--- src/rtl/mario_jump_ctrl.sv ---
// Mario motion sequencer for the 640x480 playfield.
// Holds the registered sprite position and runs a GROUND/RISE/FALL FSM.
// Motion happens only on frame_tick. The ground flag comes combinationally from
// the bar collision check, which looks at the registered position.
//
// Handshake: this block has no valid/ready pair. frame_tick acts as the one-cycle
// "advance" strobe. All outputs are registers, so the result of a tick is visible
// on the cycle after frame_tick and then holds until the next tick.
module mario_jump_ctrl #(
    parameter int X_INIT      = 40,
    parameter int Y_INIT      = 400,
    parameter int X_STEP      = 2,
    parameter int X_MAX       = 623,
    parameter int Y_MAX       = 463,
    parameter int JUMP_V      = 6,
    parameter int GRAVITY_DIV = 2,
    parameter int MAX_FALL    = 6
) (
    input  logic       clk,
    input  logic       rst_n,
    input  logic       frame_tick,
    input  logic       btn_jump,
    input  logic       btn_left,
    input  logic       btn_right,
    input  logic       ground,
    output logic [9:0] mario_x,
    output logic [9:0] mario_y,
    output logic [1:0] state,
    output logic       on_ground
);

    // The gravity divider counter is at least one bit wide, even when GRAVITY_DIV is 1.
    localparam int GW = (GRAVITY_DIV > 1) ? $clog2(GRAVITY_DIV) : 1;

    localparam logic [9:0]    X_INIT_Q   = 10'(X_INIT);
    localparam logic [9:0]    Y_INIT_Q   = 10'(Y_INIT);
    localparam logic [9:0]    X_STEP_Q   = 10'(X_STEP);
    localparam logic [10:0]   X_STEP_W   = 11'(X_STEP);
    localparam logic [10:0]   X_MAX_W    = 11'(X_MAX);
    localparam logic [9:0]    X_MAX_Q    = 10'(X_MAX);
    localparam logic [10:0]   Y_MAX_W    = 11'(Y_MAX);
    localparam logic [9:0]    Y_MAX_Q    = 10'(Y_MAX);
    localparam logic [3:0]    JUMP_V_Q   = 4'(JUMP_V);
    localparam logic [3:0]    MAX_FALL_Q = 4'(MAX_FALL);
    localparam logic [GW-1:0] GCNT_LAST  = GW'(GRAVITY_DIV - 1);

    typedef enum logic [1:0] {
        ST_GROUND = 2'b00,
        ST_RISE   = 2'b01,
        ST_FALL   = 2'b10,
        ST_BAD    = 2'b11
    } state_t;

    state_t        st_q, st_n;
    logic [9:0]    x_q, x_n;
    logic [9:0]    y_q, y_n;
    logic [3:0]    vel_q, vel_n;
    logic [GW-1:0] gcnt_q, gcnt_n;
    logic          jump_req_q;
    logic          btn_jump_d_q;

    logic          jump_edge;
    logic          jump_now;
    logic          gcnt_last;
    logic [10:0]   x_inc;
    logic [10:0]   y_sum;
    logic [9:0]    vel_ext;

    // A press is a rising edge of btn_jump. An edge that arrives on the tick cycle
    // itself still counts for that tick.
    assign jump_edge = btn_jump & ~btn_jump_d_q;
    assign jump_now  = jump_req_q | jump_edge;
    assign gcnt_last = (gcnt_q == GCNT_LAST);
    assign vel_ext   = {6'd0, vel_q};
    assign x_inc     = {1'b0, x_q} + X_STEP_W;
    assign y_sum     = {1'b0, y_q} + {7'd0, vel_q};

    // Update the state, position, velocity and jump-latch registers. Reset is async.
    always_ff @(posedge clk or negedge rst_n) begin
        if (!rst_n) begin
            st_q         <= ST_FALL;
            x_q          <= X_INIT_Q;
            y_q          <= Y_INIT_Q;
            vel_q        <= 4'd0;
            gcnt_q       <= '0;
            jump_req_q   <= 1'b0;
            btn_jump_d_q <= 1'b0;
        end else begin
            st_q         <= st_n;
            x_q          <= x_n;
            y_q          <= y_n;
            vel_q        <= vel_n;
            gcnt_q       <= gcnt_n;
            btn_jump_d_q <= btn_jump;
            // Every tick drops the request, whether it was used or not.
            // This stops a stale press from firing a jump later.
            if (frame_tick) begin
                jump_req_q <= 1'b0;
            end else if (jump_edge) begin
                jump_req_q <= 1'b1;
            end
        end
    end

    // Compute the next-tick motion. Everything holds between ticks.
    always_comb begin
        st_n   = st_q;
        x_n    = x_q;
        y_n    = y_q;
        vel_n  = vel_q;
        gcnt_n = gcnt_q;

        if (frame_tick) begin
            // Horizontal movement is independent of the vertical state.
            // Pressing both buttons cancels out.
            if (btn_left && !btn_right) begin
                if (x_q < X_STEP_Q) begin
                    x_n = 10'd0;
                end else begin
                    x_n = x_q - X_STEP_Q;
                end
            end else if (btn_right && !btn_left) begin
                if (x_inc > X_MAX_W) begin
                    x_n = X_MAX_Q;
                end else begin
                    x_n = x_inc[9:0];
                end
            end

            case (st_q)
                ST_GROUND: begin
                    // A jump takes priority over walking off a ledge on the same tick.
                    if (jump_now) begin
                        st_n   = ST_RISE;
                        vel_n  = JUMP_V_Q;
                        gcnt_n = '0;
                    end else if (!ground) begin
                        st_n   = ST_FALL;
                        vel_n  = 4'd0;
                        gcnt_n = '0;
                    end
                end

                ST_RISE: begin
                    // Apply the current velocity first, then let gravity act on it.
                    // Bars do not stop an upward move.
                    if (vel_ext >= y_q) begin
                        y_n    = 10'd0;
                        st_n   = ST_FALL;
                        vel_n  = 4'd0;
                        gcnt_n = '0;
                    end else begin
                        y_n = y_q - vel_ext;
                        if (gcnt_last) begin
                            gcnt_n = '0;
                            if (vel_q <= 4'd1) begin
                                vel_n = 4'd0;
                                st_n  = ST_FALL;
                            end else begin
                                vel_n = vel_q - 4'd1;
                            end
                        end else begin
                            gcnt_n = gcnt_q + GW'(1);
                        end
                    end
                end

                ST_FALL: begin
                    if (ground) begin
                        st_n   = ST_GROUND;
                        vel_n  = 4'd0;
                        gcnt_n = '0;
                    end else if (y_sum >= Y_MAX_W) begin
                        // The bottom edge of the screen behaves like a floor.
                        y_n    = Y_MAX_Q;
                        st_n   = ST_GROUND;
                        vel_n  = 4'd0;
                        gcnt_n = '0;
                    end else begin
                        y_n = y_sum[9:0];
                        if (gcnt_last) begin
                            gcnt_n = '0;
                            if (vel_q >= MAX_FALL_Q) begin
                                vel_n = MAX_FALL_Q;
                            end else begin
                                vel_n = vel_q + 4'd1;
                            end
                        end else begin
                            gcnt_n = gcnt_q + GW'(1);
                        end
                    end
                end

                default: begin
                    // The unused encoding recovers into a fall from rest.
                    st_n   = ST_FALL;
                    vel_n  = 4'd0;
                    gcnt_n = '0;
                end
            endcase
        end
    end

    assign mario_x   = x_q;
    assign mario_y   = y_q;
    assign state     = st_q;
    assign on_ground = (st_q == ST_GROUND);

endmodule

--- config.mk ---
export PLATFORM = sky130hd
export DESIGN_NAME = mario_jump_ctrl
export DESIGN_NICKNAME = d
export VERILOG_FILES = /design/src/rtl/mario_jump_ctrl.sv
export SDC_FILE = /design/constraint.sdc
export NUM_CORES = 1
export LEC_CHECK = 0
export ABC_CLOCK_PERIOD_IN_PS = 8700
export CAP_MARGIN = 0
export CORE_ASPECT_RATIO = 1.2
export CORE_MARGIN = 1
export CORE_UTILIZATION = 55
export DETAILED_ROUTE_END_ITERATION = 8
export PLACE_DENSITY = 0.82
export SLEW_MARGIN = 20
export SYNTH_ARGS = -nofsm -noshare
export SYNTH_HDL_FRONTEND = slang
export SYNTH_SLANG_ARGS = --single-unit
export TNS_END_PERCENT = 1
--- constraint.sdc ---
create_clock -name clk -period 8.7 [get_ports clk]
set_input_delay 1.305 -clock clk [delete_from_list [all_inputs] [get_ports clk]]
set_output_delay 1.305 -clock clk [all_outputs]
set_load 0.02 [all_outputs]
==> impl_metrics.json <==
{
  "die_x_um": 67.2,
  "vias_per_cell": 6.56,
  "grt_max_degree": 30,
  "synth_area_per_cell_um2": 8.14,
  "clock.fmax_mhz": 302,
  "r2r_slack_ps": 5480,
  "whs_ps": 523,
  "cts_tree": "yes",
  "n_antenna_cell": 0,
  "setup_viol": 0,
  "post-route-period-util_pct": 38.1,
  "clk_path_buf_depth": 2,
  "layout-drive-gt1-share_pct": 7.42,
  "crit_required_ps": 8870,
  "synthMostInstantiatedCell": "nor2_1",
  "hold_start": "jump_req_q$_DFFE_PN0P_",
  "post_cts_buffers": 0,
  "root_buffer": "clkbuf_8",
  "finalClockSkew_ps": 6.45,
  "cp_max_fo": 19,
  "fp-row-count": 28,
  "hold_class": "flip-flop to flip-flop",
  "drv_cap": 0,
  "cts_resized": 0,
  "synthFlopType": "dfrtp_1",
  "report.final.slew_viol_count": 0,
  "ant_nets": 0,
  "antenna_found_initial": 0,
  "routed_wl_um": 7010,
  "critPathArrivalTime_ps": 3480,
  "outcome": "completed",
  "port_buffers": 29,
  "grt_overflow_total": 0,
  "hold_depth": 2,
  "hold_buffers": 0,
  "r2r-start": "vel_q[2]$_DFFE_PN0P_",
  "min_period_ps": 3310,
  "grt_pass1_wl_um": 11700,
  "wl_per_cell_um": 16.5,
  "cts.sinks": 29,
  "p_leak_nw": 1.24,
  "grt_pass1_vias": 2596,
  "synth_top_cell_area_share_pct": 20.5,
  "ir_worst_vdd_mv": 0.226,
  "rr_endpoint": "vel_q[3]$_DFFE_PN0P_",
  "synth_cell_types": 72,
  "place_hpwl_um": 5040,
  "startpoint": "btn_right",
  "r2r_cells": 9,
  "die-area_um2": 5400,
  "ys_seq_area_share_pct": 26.1,
  "endpoint_kind": "flip-flop",
  "worstSetupStartpointType": "primary input",
  "cts_buffers": 5,
  "clk_latency_ps": 290,
  "tightest_slew_ps": 706,
  "hold_viol": 0,
  "path_class": "primary input to flip-flop",
  "synth_common_cells": "31 x nor2_1, 24 x nand2_1, 23 x dfrtp_1",
  "ys_ff_latch": 29,
  "start_util_pct": 57.2,
  "drc": 0,
  "final.setup.tns_ps": 0,
  "first_pass_iters": 7,
  "netlist_area_um2": 2810,
  "syn-num-nets": 374,
  "place_congestion": 0.898,
  "hold_end": "jump_req_q$_DFFE_PN0P_",
  "fin_nets": 392,
  "clk_pin_slew_ps": 70,
  "p_per_area_nw_per_um2": 382,
  "relSlewSlack_pct": 52.5,
  "synth_area_leader_cell": "dfrtp_1",
  "synth.top_cells.by_area": "dfrtp_1 20%, ha_1 8.9%, dfstp_2 5.6%",
  "syn_to_final_growth_pct": 13.4,
  "h-tree-depth": 2,
  "vias": 2780,
  "syn_inst": 345,
  "synth-edff-count": 0,
  "fill_cells": 414,
  "initialDrtViolationCount": 191,
  "ys_warn_count": 0,
  "grt_use_total_pct": 28.5,
  "die_height_um": 80.3,
  "async_flop_share_pct": 100,
  "io_pins": 30,
  "rsz0062_at_grt": "no",
  "core_area_um2": 4900
}
-- metrics by stage --
| stage | utilization, % | instances | setup WS (ps) | total power [mW] | instance area [µm²] |
|---|---|---|---|---|---|
| global placement | 63.1 | 416 | 5260 | 1.06 | 3090 |
| global route | 64.9 | 424 | 5270 | 1.31 | 3180 |
| detailed placement | 63.1 | 416 | 5170 | 1.08 | 3090 |
| CTS | 64.9 | 424 | 5470 | 1.20 | 3180 |
| finish | 64.9 | 424 | 5390 | 1.21 | 3180 |
| floorplan | - | 345 | 5880 | 0.849 | 2810 |
-- cells in the final DEF, fill, tap and decap left out, types with 3 or more instances in the layout --
cell type,count
nor3b_1,3
or4_1,3
o21a_1,5
nor2b_1,6
xnor2_1,5
nand2_1,24
dfstp_2,6
o21ai_0,18
a31oi_1,8
a211oi_1,3
nor2_1,31
nor4_1,7
nor3_1,12
o21ai_1,5
inv_1,22
a21o_1,3
o2111ai_1,3
a221o_1,3
nand3_1,16
or3_1,3
o21bai_1,3
nand4_1,5
nand3b_1,4
o31ai_1,5
and3_1,3
dfrtp_1,23
ha_1,20
nor4b_1,3
clkbuf_8,6
nand2b_1,3
clkdlybuf4s50_1,29
a21oi_1,19
-- critical path, cell delays in order --
cell and delay (ps):
clkdlybuf4s50_1 450, inv_1 40, ha_1 410, or4_1 610
o22ai_1 300, o21ai_0 200, o211a_1 170
-- where the power goes --
part | total [mW] | internal, mW | switching [mW]
Sequential | 0.328 | 0.201 | 0.127
Combinational | 0.769 | 0.326 | 0.443
Clock | 0.117 | 0.0644 | 0.0527
Total | 1.21 | 0.592 | 0.623
-- state kept, by name, summed over array words and instances (netlist names) --
register	cells
btn_jump_d_q	1
mario_x	10
state	2
jump_req_q	1
vel_q	4
mario_y	10
gcnt_last	1
-- worst max-delay path by stage --
stage | endpoint | slack (ps)
detailed placement | mario_x[6]$_DFFE_PN0P_ | 5170
floorplan | state[0]$_DFFE_PN0P_ | 5880
finish | mario_x[6]$_DFFE_PN0P_ | 5390
global route | vel_q[3]$_DFFE_PN0P_ | 5270
global placement | mario_x[4]$_DFFE_PN0P_ | 5260
CTS | mario_x[6]$_DFFE_PN0P_ | 5470
-- metal layers --
layer	GRT usage, %	vias up	routed length [µm]
met2	48.6	99	3530
met5	0	-	0
met3	5.40	11	343
li1	-	1323	-
met1	35.0	1347	3040
met4	10.2	0	97
-- cell type report --
type	count	area, µm²	area share (%)
sequential	29	733	23.0
tap	60	75.1	2.36
timing repair buffer	31	305	9.59
inverter	22	82.6	2.59
multi-input combinational	274	1900	59.6
clock buffer	8	90.1	2.83
-- cell families (layout without fill, tap and decap cells) --
logic type | after synthesis | in the layout | synth area share, %
fa+ha+maj | 22 | 22 | 10.3
mux | 5 | 5 | 2.36
compound gates | 108 | 108 | 28.0
flops | 29 | 29 | 26.1
buf+inv | 42 | 61 | 6.33
xor+xnor | 7 | 7 | 2.18
simple gates | 132 | 132 | 24.7
No activity file was read; power rests on OpenSTA's default activity.
